### src/rtl/adc_fifo_packer_if.sv
`default_nettype none
// adc_fifo_packer_if: the two downstream FIFO write ports of the ADC packer, one per channel.
interface adc_fifo_packer_if;
  logic [31:0] fifo0_writedata;
  logic        fifo0_write;
  logic        fifo0_waitrequest;
  logic [31:0] fifo1_writedata;
  logic        fifo1_write;
  logic        fifo1_waitrequest;

  modport master (
    output fifo0_writedata, fifo0_write, fifo1_writedata, fifo1_write,
    input  fifo0_waitrequest, fifo1_waitrequest
  );

  modport slave (
    input  fifo0_writedata, fifo0_write, fifo1_writedata, fifo1_write,
    output fifo0_waitrequest, fifo1_waitrequest
  );
endinterface
`default_nettype wire

### src/rtl/adc_fifo_packer.sv
`default_nettype none
// adc_fifo_packer: triggered two-channel ADC capture; packs sample pairs into 32-bit words
// and streams them through small per-channel buffers to the downstream FIFOs.
module adc_fifo_packer #(
  parameter int RECORD_LEN = 64,
  parameter int BUF_DEPTH  = 4
) (
  input  logic              clk_clk,
  input  logic              reset_reset_n,
  input  logic [13:0]       bs1_in,
  input  logic [13:0]       bs2_in,
  input  logic              write_en,
  input  logic              exttrg,
  input  logic              ext_rst,
  adc_fifo_packer_if.master fifo,
  output logic              busy,
  output logic              overflow,
  output logic [15:0]       trig_count
);
  localparam int CW = $clog2(RECORD_LEN);
  localparam int PW = $clog2(BUF_DEPTH);

  localparam logic [1:0] S_IDLE    = 2'd0;
  localparam logic [1:0] S_ARMED   = 2'd1;
  localparam logic [1:0] S_CAPTURE = 2'd2;
  localparam logic [1:0] S_DRAIN   = 2'd3;

  logic [1:0]    state_q, state_d;
  logic          exttrg_q, exttrg_d;
  logic          overflow_q, overflow_d;
  logic [15:0]   trig_count_q, trig_count_d;
  logic [CW-1:0] cnt_q, cnt_d;

  logic          capture, last_sample, trig, push, first;
  logic [1:0]    waitreq, nonempty, drop;
  logic [13:0]   sample [2];
  logic [31:0]   head [2];

  assign waitreq     = {fifo.fifo1_waitrequest, fifo.fifo0_waitrequest};
  assign sample[0]   = bs1_in;
  assign sample[1]   = bs2_in;
  assign capture     = (state_q == S_CAPTURE);
  assign last_sample = (cnt_q == CW'(RECORD_LEN - 1));
  assign trig        = (state_q == S_ARMED) & write_en & exttrg & ~exttrg_q;
  // cnt_q is the index of the sample taken this edge; odd indices complete a pair
  assign push        = capture & cnt_q[0];
  assign first       = (cnt_q == CW'(1));

  always_ff @(posedge clk_clk or negedge reset_reset_n) begin
    if (!reset_reset_n) state_q <= S_IDLE;
    else                state_q <= state_d;
  end

  always_comb begin
    state_d = state_q;
    case (state_q)
      S_IDLE:    if (write_en) state_d = S_ARMED;
      S_ARMED:   if (!write_en) state_d = S_IDLE;
                 else if (trig) state_d = S_CAPTURE;
      S_CAPTURE: if (last_sample) state_d = S_DRAIN;
      S_DRAIN:   if (nonempty == 2'b00) state_d = write_en ? S_ARMED : S_IDLE;
      default:   state_d = S_IDLE;
    endcase
    if (ext_rst) state_d = S_IDLE;
  end

  always_comb begin
    busy = (state_q == S_CAPTURE) || (state_q == S_DRAIN);
  end

  always_comb begin
    exttrg_d     = ext_rst ? 1'b0 : exttrg;
    overflow_d   = ext_rst ? 1'b0 : (overflow_q | (|drop));
    trig_count_d = ext_rst ? 16'd0 : (trig ? trig_count_q + 16'd1 : trig_count_q);
    cnt_d        = '0;
    if (!ext_rst && capture && !last_sample) cnt_d = cnt_q + CW'(1);
  end

  always_ff @(posedge clk_clk or negedge reset_reset_n) begin
    if (!reset_reset_n) begin
      exttrg_q     <= 1'b0;
      overflow_q   <= 1'b0;
      trig_count_q <= 16'd0;
      cnt_q        <= '0;
    end else begin
      exttrg_q     <= exttrg_d;
      overflow_q   <= overflow_d;
      trig_count_q <= trig_count_d;
      cnt_q        <= cnt_d;
    end
  end

  for (genvar ch = 0; ch < 2; ch++) begin : g_chan
    localparam logic CH_BIT = 1'(ch);

    logic [31:0]   mem_q [BUF_DEPTH];
    logic [31:0]   mem_d [BUF_DEPTH];
    logic [13:0]   older_q, older_d;
    logic [PW-1:0] wr_ptr_q, wr_ptr_d, rd_ptr_q, rd_ptr_d;
    logic [PW:0]   fill_q, fill_d;
    logic          pop, full, accept;
    logic [31:0]   word;

    assign full          = (fill_q == (PW+1)'(BUF_DEPTH));
    assign pop           = (fill_q != '0) & ~waitreq[ch];
    // a full buffer still accepts when its head leaves on the same edge
    assign accept        = push & (~full | pop);
    assign drop[ch]      = push & full & ~pop;
    assign word          = {first, CH_BIT, 2'b00, older_q, sample[ch]};
    assign nonempty[ch]  = (fill_q != '0);
    assign head[ch]      = nonempty[ch] ? mem_q[rd_ptr_q] : 32'd0;

    always_comb begin
      mem_d    = mem_q;
      older_d  = older_q;
      wr_ptr_d = wr_ptr_q;
      rd_ptr_d = rd_ptr_q;
      fill_d   = fill_q;
      if (ext_rst) begin
        older_d  = '0;
        wr_ptr_d = '0;
        rd_ptr_d = '0;
        fill_d   = '0;
      end else begin
        if (capture && !cnt_q[0]) older_d = sample[ch];
        if (accept) begin
          mem_d[wr_ptr_q] = word;
          wr_ptr_d        = wr_ptr_q + PW'(1);
        end
        if (pop) rd_ptr_d = rd_ptr_q + PW'(1);
        fill_d = fill_q + (PW+1)'(accept) - (PW+1)'(pop);
      end
    end

    always_ff @(posedge clk_clk or negedge reset_reset_n) begin
      if (!reset_reset_n) begin
        for (int i = 0; i < BUF_DEPTH; i++) mem_q[i] <= '0;
        older_q  <= '0;
        wr_ptr_q <= '0;
        rd_ptr_q <= '0;
        fill_q   <= '0;
      end else begin
        mem_q    <= mem_d;
        older_q  <= older_d;
        wr_ptr_q <= wr_ptr_d;
        rd_ptr_q <= rd_ptr_d;
        fill_q   <= fill_d;
      end
    end
  end

  assign fifo.fifo0_writedata = head[0];
  assign fifo.fifo0_write     = nonempty[0];
  assign fifo.fifo1_writedata = head[1];
  assign fifo.fifo1_write     = nonempty[1];
  assign overflow             = overflow_q;
  assign trig_count           = trig_count_q;
endmodule
`default_nettype wire
### src/flat_wrapper.sv
// flat-port wrapper written by rule: the top's interface ports become plain ports
module adc_fifo_packer_flat 
#(
  parameter int RECORD_LEN = 64,
  parameter int BUF_DEPTH  = 4
)
  (clk_clk, reset_reset_n, bs1_in, bs2_in, write_en, exttrg, ext_rst, busy, overflow, trig_count, fifo_fifo0_writedata, fifo_fifo0_write, fifo_fifo1_writedata, fifo_fifo1_write, fifo_fifo0_waitrequest, fifo_fifo1_waitrequest);
  adc_fifo_packer_if fifo_i ();
  input  logic clk_clk;
  input  logic reset_reset_n;
  input  logic [13:0] bs1_in;
  input  logic [13:0] bs2_in;
  input  logic write_en;
  input  logic exttrg;
  input  logic ext_rst;
  output logic busy;
  output logic overflow;
  output logic [15:0] trig_count;
  output wire logic [$bits(fifo_i.fifo0_writedata)-1:0] fifo_fifo0_writedata;
  output wire logic [$bits(fifo_i.fifo0_write)-1:0] fifo_fifo0_write;
  output wire logic [$bits(fifo_i.fifo1_writedata)-1:0] fifo_fifo1_writedata;
  output wire logic [$bits(fifo_i.fifo1_write)-1:0] fifo_fifo1_write;
  input wire logic [$bits(fifo_i.fifo0_waitrequest)-1:0] fifo_fifo0_waitrequest;
  input wire logic [$bits(fifo_i.fifo1_waitrequest)-1:0] fifo_fifo1_waitrequest;
  assign fifo_fifo0_writedata = fifo_i.fifo0_writedata;
  assign fifo_fifo0_write = fifo_i.fifo0_write;
  assign fifo_fifo1_writedata = fifo_i.fifo1_writedata;
  assign fifo_fifo1_write = fifo_i.fifo1_write;
  assign fifo_i.fifo0_waitrequest = fifo_fifo0_waitrequest;
  assign fifo_i.fifo1_waitrequest = fifo_fifo1_waitrequest;
  adc_fifo_packer #(.RECORD_LEN(RECORD_LEN), .BUF_DEPTH(BUF_DEPTH)) u_core (.clk_clk(clk_clk), .reset_reset_n(reset_reset_n), .bs1_in(bs1_in), .bs2_in(bs2_in), .write_en(write_en), .exttrg(exttrg), .ext_rst(ext_rst), .fifo(fifo_i), .busy(busy), .overflow(overflow), .trig_count(trig_count));
endmodule
### config.mk
export PLATFORM = sky130hd
export DESIGN_NAME = adc_fifo_packer_flat
export DESIGN_NICKNAME = d
export VERILOG_FILES = /design/src/rtl/adc_fifo_packer_if.sv /design/src/rtl/adc_fifo_packer.sv /design/src/flat_wrapper.sv
export SDC_FILE = /design/constraint.sdc
export NUM_CORES = 1
export LEC_CHECK = 0
export CAP_MARGIN = 20
export CORE_AREA = 2 2 164 166
export DETAILED_ROUTE_END_ITERATION = 8
export DIE_AREA = 0 0 166 168
export PLACE_DENSITY = 0.77
export SLEW_MARGIN = 20
export SYNTH_ARGS = -nofsm -noshare
export SYNTH_HDL_FRONTEND = slang
export SYNTH_SLANG_ARGS = --single-unit
### constraint.sdc
create_clock -name clk_clk -period 5.1 [get_ports clk_clk]
set_clock_uncertainty 0.1 [all_clocks]
set_input_delay 1.02 -clock clk_clk [delete_from_list [all_inputs] [get_ports clk_clk]]
set_output_delay 1.02 -clock clk_clk [all_outputs]
set_load 0.02 [all_outputs]
* Yosys cells after proc, flatten, opt, wreduce, memory -nomap -nowiden
Index checks and enable logic that the tools add are counted.
** Cells by class
- Add/subtract/negate cells :: 10
- $lt $le $gt $ge :: 6
- Eq/ne operators :: 11
- Muxes and demuxes :: 41
- Bitwise gates (word level) :: 27
- Reductions and logical operators :: 23
** Operators with widths (number)
- bitwise mux 128 bit :: 2
- two-way mux 32 bit :: 8
- binary-select mux 32 bit (select 2 bit) :: 2
- demux 32 bit (select 2 bit) :: 2
- two-way mux 14 bit :: 4
- two-way mux 16 bit :: 2
- two-way mux 2 bit :: 14
- adder 16 x 1 -> 16 bit (second input constant) :: 1
- bitwise AND 1 bit :: 12
- greater-or-equal comparator 3 bit (second input constant) :: 4
- inverter 2 -> 3 bit :: 4
- nonzero test 2 bit :: 6
- adder 2 x 1 -> 2 bit (second input constant) :: 4
- inverter 1 bit :: 8
- one-hot mux 2 bit (4 select lines) :: 1
- adder 3 x 1 -> 3 bit :: 2
- adder 6 x 1 -> 6 bit (second input constant) :: 1
- == test 3 bit (second input constant) :: 2
- == test 6 x 1 -> 1 bit (second input constant) :: 1
- == test 6 bit (second input constant) :: 1
- < comparator 3 x 1 -> 1 bit (second input constant) :: 2
- two-way mux 3 bit :: 2
- two-way mux 6 bit :: 1
- != test 3 bit (second input constant) :: 2
- 15 further kinds :: 30
** Word-level totals
- Register bits after elaboration :: 324
- Bits of input ports :: 35
- Word-level logic and storage cells :: 139

* Logic depth before layout (Yosys ltp)
- Depth after elaboration :: 8
- Depth in mapped cells :: 8
- Depth with buffers taken out :: 8

* Worst setup path after synthesis
Ideal clock, no wire load.
- Path type :: flip-flop to output port
- From :: reg u_core.g_chan[0].rd_ptr_q[0]
- To :: out fifo_fifo0_writedata[17]
- Arrival time :: 1.539 ns
- Path slack :: 2.441 ns
- Stages on the path, launching flop included :: 5
- Path buffers :: 2
- Cells stage by stage :: dfrtp_1 > clkbuf_1 > buf_2 > mux4_2 > nor2b_1
** Between the ends
- Longest elaborated chain between the ends :: 5
** Ends and longest elaborated chain
- from (decl) :: RTL line adc_fifo_packer.sv:99 : logic [PW-1:0] wr_ptr_q, wr_ptr_d, rd_ptr_q, rd_ptr_d;
- from (signal assigned) :: RTL line adc_fifo_packer.sv:146 : rd_ptr_q <= rd_ptr_d;
- inverter 2 -> 3 bit (not written as such) :: RTL line adc_fifo_packer.sv:111 : assign head[ch] = nonempty[ch] ? mem_q[rd_ptr_q] : 32'd0;
- binary-select mux 32 bit (select 2 bit) :: RTL line adc_fifo_packer.sv:111
- two-way mux 32 bit (not written as such) (2 in series) :: RTL line adc_fifo_packer.sv:111
- two-way mux 32 bit :: RTL line adc_fifo_packer.sv:111
- to (decl) :: RTL line flat_wrapper.sv:19 : output wire logic [$bits(fifo_i.fifo0_writedata)-1:0] fifo_fifo0_writedata;
Every way passes these cells. The select of a mux whose other input is x is not followed.

* Worst setup path in the final report
- From :: reg u_core.g_chan[0].rd_ptr_q[0]
- To :: out fifo_fifo0_writedata[20]
Same word-level chain as after synthesis.

==> reports/qor.txt <==
Status: finished, final reports clean
Placed wire-length estimate: 17800 µm
Synth unique cells: 51
TritonRoute pass-1 iters: 4
Root Driver: clkbuf_16
Share of cells above drive strength 1: 33.4%
Cell row count: 60
Simple logic cell fraction of the synthesized area: 9.32%
Ys async rst share: 100%
Synthesis-to-layout area growth: 17.3%
First-pass GRT wire length: 49100 µm
Post-placement cell area: 15500 µm²
Crit path capture: fifo_fifo0_writedata[20]
Initial core utilization: 53.9%
Core Area: 26400 µm²
Clk sink count: 304
Synth Area in Compound Gates: 2.27%
Critical Path RT: 3.98 ns
Die Wd: 166 µm
Via/cell ratio: 5.74
DIE AREA: 27900 µm²
Setup_tns: 0 ns
Adder-Cell Fraction of Synth Area: 1.50%
Pleak: 7.87 nW
R2R Path Start: u_core.state_q[0]
1st-iter DRT viols: 362
Post-route cell area: 16600 µm²
Core Util, Final: 63.2%
Worst hold margin: 0.376 ns
Total Routing Usage GR: 21.9%
Post-synth EDFFs: 0
Via count: 8359
Worst slew margin: 34.9%
Post-Synth XOR/XNOR Area: 1.17%
RR Endpoint: u_core.g_chan[1].mem_q[59]
Final Power: 5.70 mW
TritonCTS clock tree: done
Initial antenna violation count: 0
Critical path origin: u_core.g_chan[0].rd_ptr_q[0]
Num CTS Buffers: 34
Post-synthesis mux area share: 28.7%
Remaining DRCs: 0
R2R depth: 3
CP Max Fanout: 17
Reg2Reg Setup Slack: 2.50 ns
Largest family of logic cells by synthesized area: multiplexers
Multi-input gate area: 6140 µm²
Fmax achieved: 247 MHz
Routability cong.: 0.796
Worst IR drop on VDD: 247 µV
GRT Residual Overflow: 0
Max Cap Violations: 0
Resize count post-CTS: 0
Crit Path Class: reg -> out
Final Hold Viols: 0
Slew @ Worst Pin: 0.976 ns
Die H: 168 µm
Unrepaired setup endpoints after global routing: no
Crit start category: flop
Vias in the first global route: 9042
Post-DR wirelength/cell: 20.4 µm
N_diodes: 0
Crit share post-route: 79.3%
Worst-path clk slew: 0.06 ns
Fillcell total: 1901
Hold-fix buffers at CTS: 0
Setup Buffers After CTS: 0
HP Class: reg -> reg
ANT nets after route: 0
Critical Path AT: 2.92 ns
Final setup violation count: 0
Synth Warn #: 0
Nets@finish: 1145
Post-Synthesis Cells: 993
Worst-Skew Late Latency: 0.50 ns
Power Density: 342 nW/µm²
Min cycle time layout: 4.04 ns
Prevailing post-synth register cell: dfrtp_1
Post-Syn Area: 14200 µm²
Storage cell area: 7610 µm²
I/O pins: 119
H-tree lvl count: 2
Synthesis-stage register bit count: 304
Max Slew Vio Count: 0
Port Buffers: 113
Syn Area/Cell: 14.3 µm²
Sequential element share of the synthesized area: 53.6%
Pin count of the biggest net entering global routing: 124
Clock buffer depth: 3
Crit. End Element: primary output
Routed WL: 29600 µm
how the worst min path moves through the flow:
| stage | from | to | depth (start not counted) |
|---|---|---|---|
| 3_3_place_gp | u_core.g_chan[1].mem_q[94] | u_core.g_chan[1].mem_q[94] | 1 |
| 2_1_floorplan | u_core.g_chan[1].mem_q[62] | u_core.g_chan[1].mem_q[62] | 1 |
| 5_1_grt | u_core.g_chan[0].mem_q[95] | u_core.g_chan[0].mem_q[95] | 2 |
| 4_1_cts | u_core.g_chan[0].mem_q[95] | u_core.g_chan[0].mem_q[95] | 2 |
| 3_5_place_dp | u_core.g_chan[1].mem_q[126] | u_core.g_chan[1].mem_q[126] | 1 |
| 6_report | u_core.g_chan[1].mem_q[126] | u_core.g_chan[1].mem_q[126] | 1 |
placed cells by master, fill, tap and decap left out, types with 30 or more instances in the layout:
master	n
clkdlybuf4s50_1	111
mux2_2	177
dfrtp_1	300
clkbuf_16	35
mux4_2	59
a21oi_1	41
nor2b_1	64
nor2_1	30
mux2_4	49
nand2_1	71
cells by family after synthesis:
group	after synthesis
fa+ha+maj	16
buf+inv	78
xor+xnor	19
other cells	1
compound gates	62
simple gates	226
mux	287
flops	304
stage by stage:
| stage | std cells | setup slack [ns] |
|---|---|---|
| floorplan | 997 | 2.44 |
| global placement | 1400 | 1.56 |
| detailed placement | 1400 | 1.53 |
| CTS | 1456 | 0.984 |
| global route | 1456 | 0.857 |
| finish | 1456 | 1.06 |
Yosys cell counts, drive strengths merged, types with 4 or more instances:
master	count	area [µm²]
nor2b	64	400
dfrtp	304	7610
xnor2	11	96.3
nand2	71	267
nor2	31	119
nand2b	5	31.3
clkbuf	21	78.8
nand4	5	37.5
o21ai	16	80.1
buf	44	349
nor3b	4	30.0
nand3	7	35.0
inv	13	48.8
mux2	227	2740
or3	6	37.5
nand4b	9	154
mux4	59	1330
xor2	8	70.1
a21oi	41	205
ha	13	163
nor3	8	40.0
where the power goes:
part           total (mW)  leakage [nW]  switching (mW)  internal, mW
Combinational       0.622          3.07           0.380         0.242
Clock                2.53         0.566           0.943          1.59
Sequential           2.55          4.23           0.103          2.44
critical path: stages (launching register included):
cell and delay [ns]:
dfrtp_2 0.70, buf_4 0.44, mux4_2 0.54, nor2b_1 0.17, clkdlybuf4s50_1 0.56
per-layer routing:
metal  routed length (µm)  global-route usage (%)
met2                14600                    36.5
met3                 1080                    2.61
met5                    0                       0
met4                  624                    6.28
met1                13400                    30.7
flip-flops by register name, summed over array words and instances (netlist names):
name	cells
u_core.cnt_q	6
u_core.g_chan.mem_q	236
u_core.g_chan.fill_q	6
u_core.exttrg_q	1
u_core.trig_count	16
u_core.g_chan.older_q	28
u_core.state_q	2
u_core.g_chan.wr_ptr_q	4
u_core.overflow	1
u_core.g_chan.rd_ptr_q	4
layout make-up:
cell class | instances | share of cell area, %
Clock inverter | 11 | 1.13
Clock buffer | 45 | 5.85
Tap cell | 341 | 2.56
Multi-Input combinational cell | 615 | 36.9
Sequential cell | 304 | 45.7
Inverter | 13 | 0.293
Timing Repair Buffer | 127 | 7.58
(Power assumes the default switching activity.)
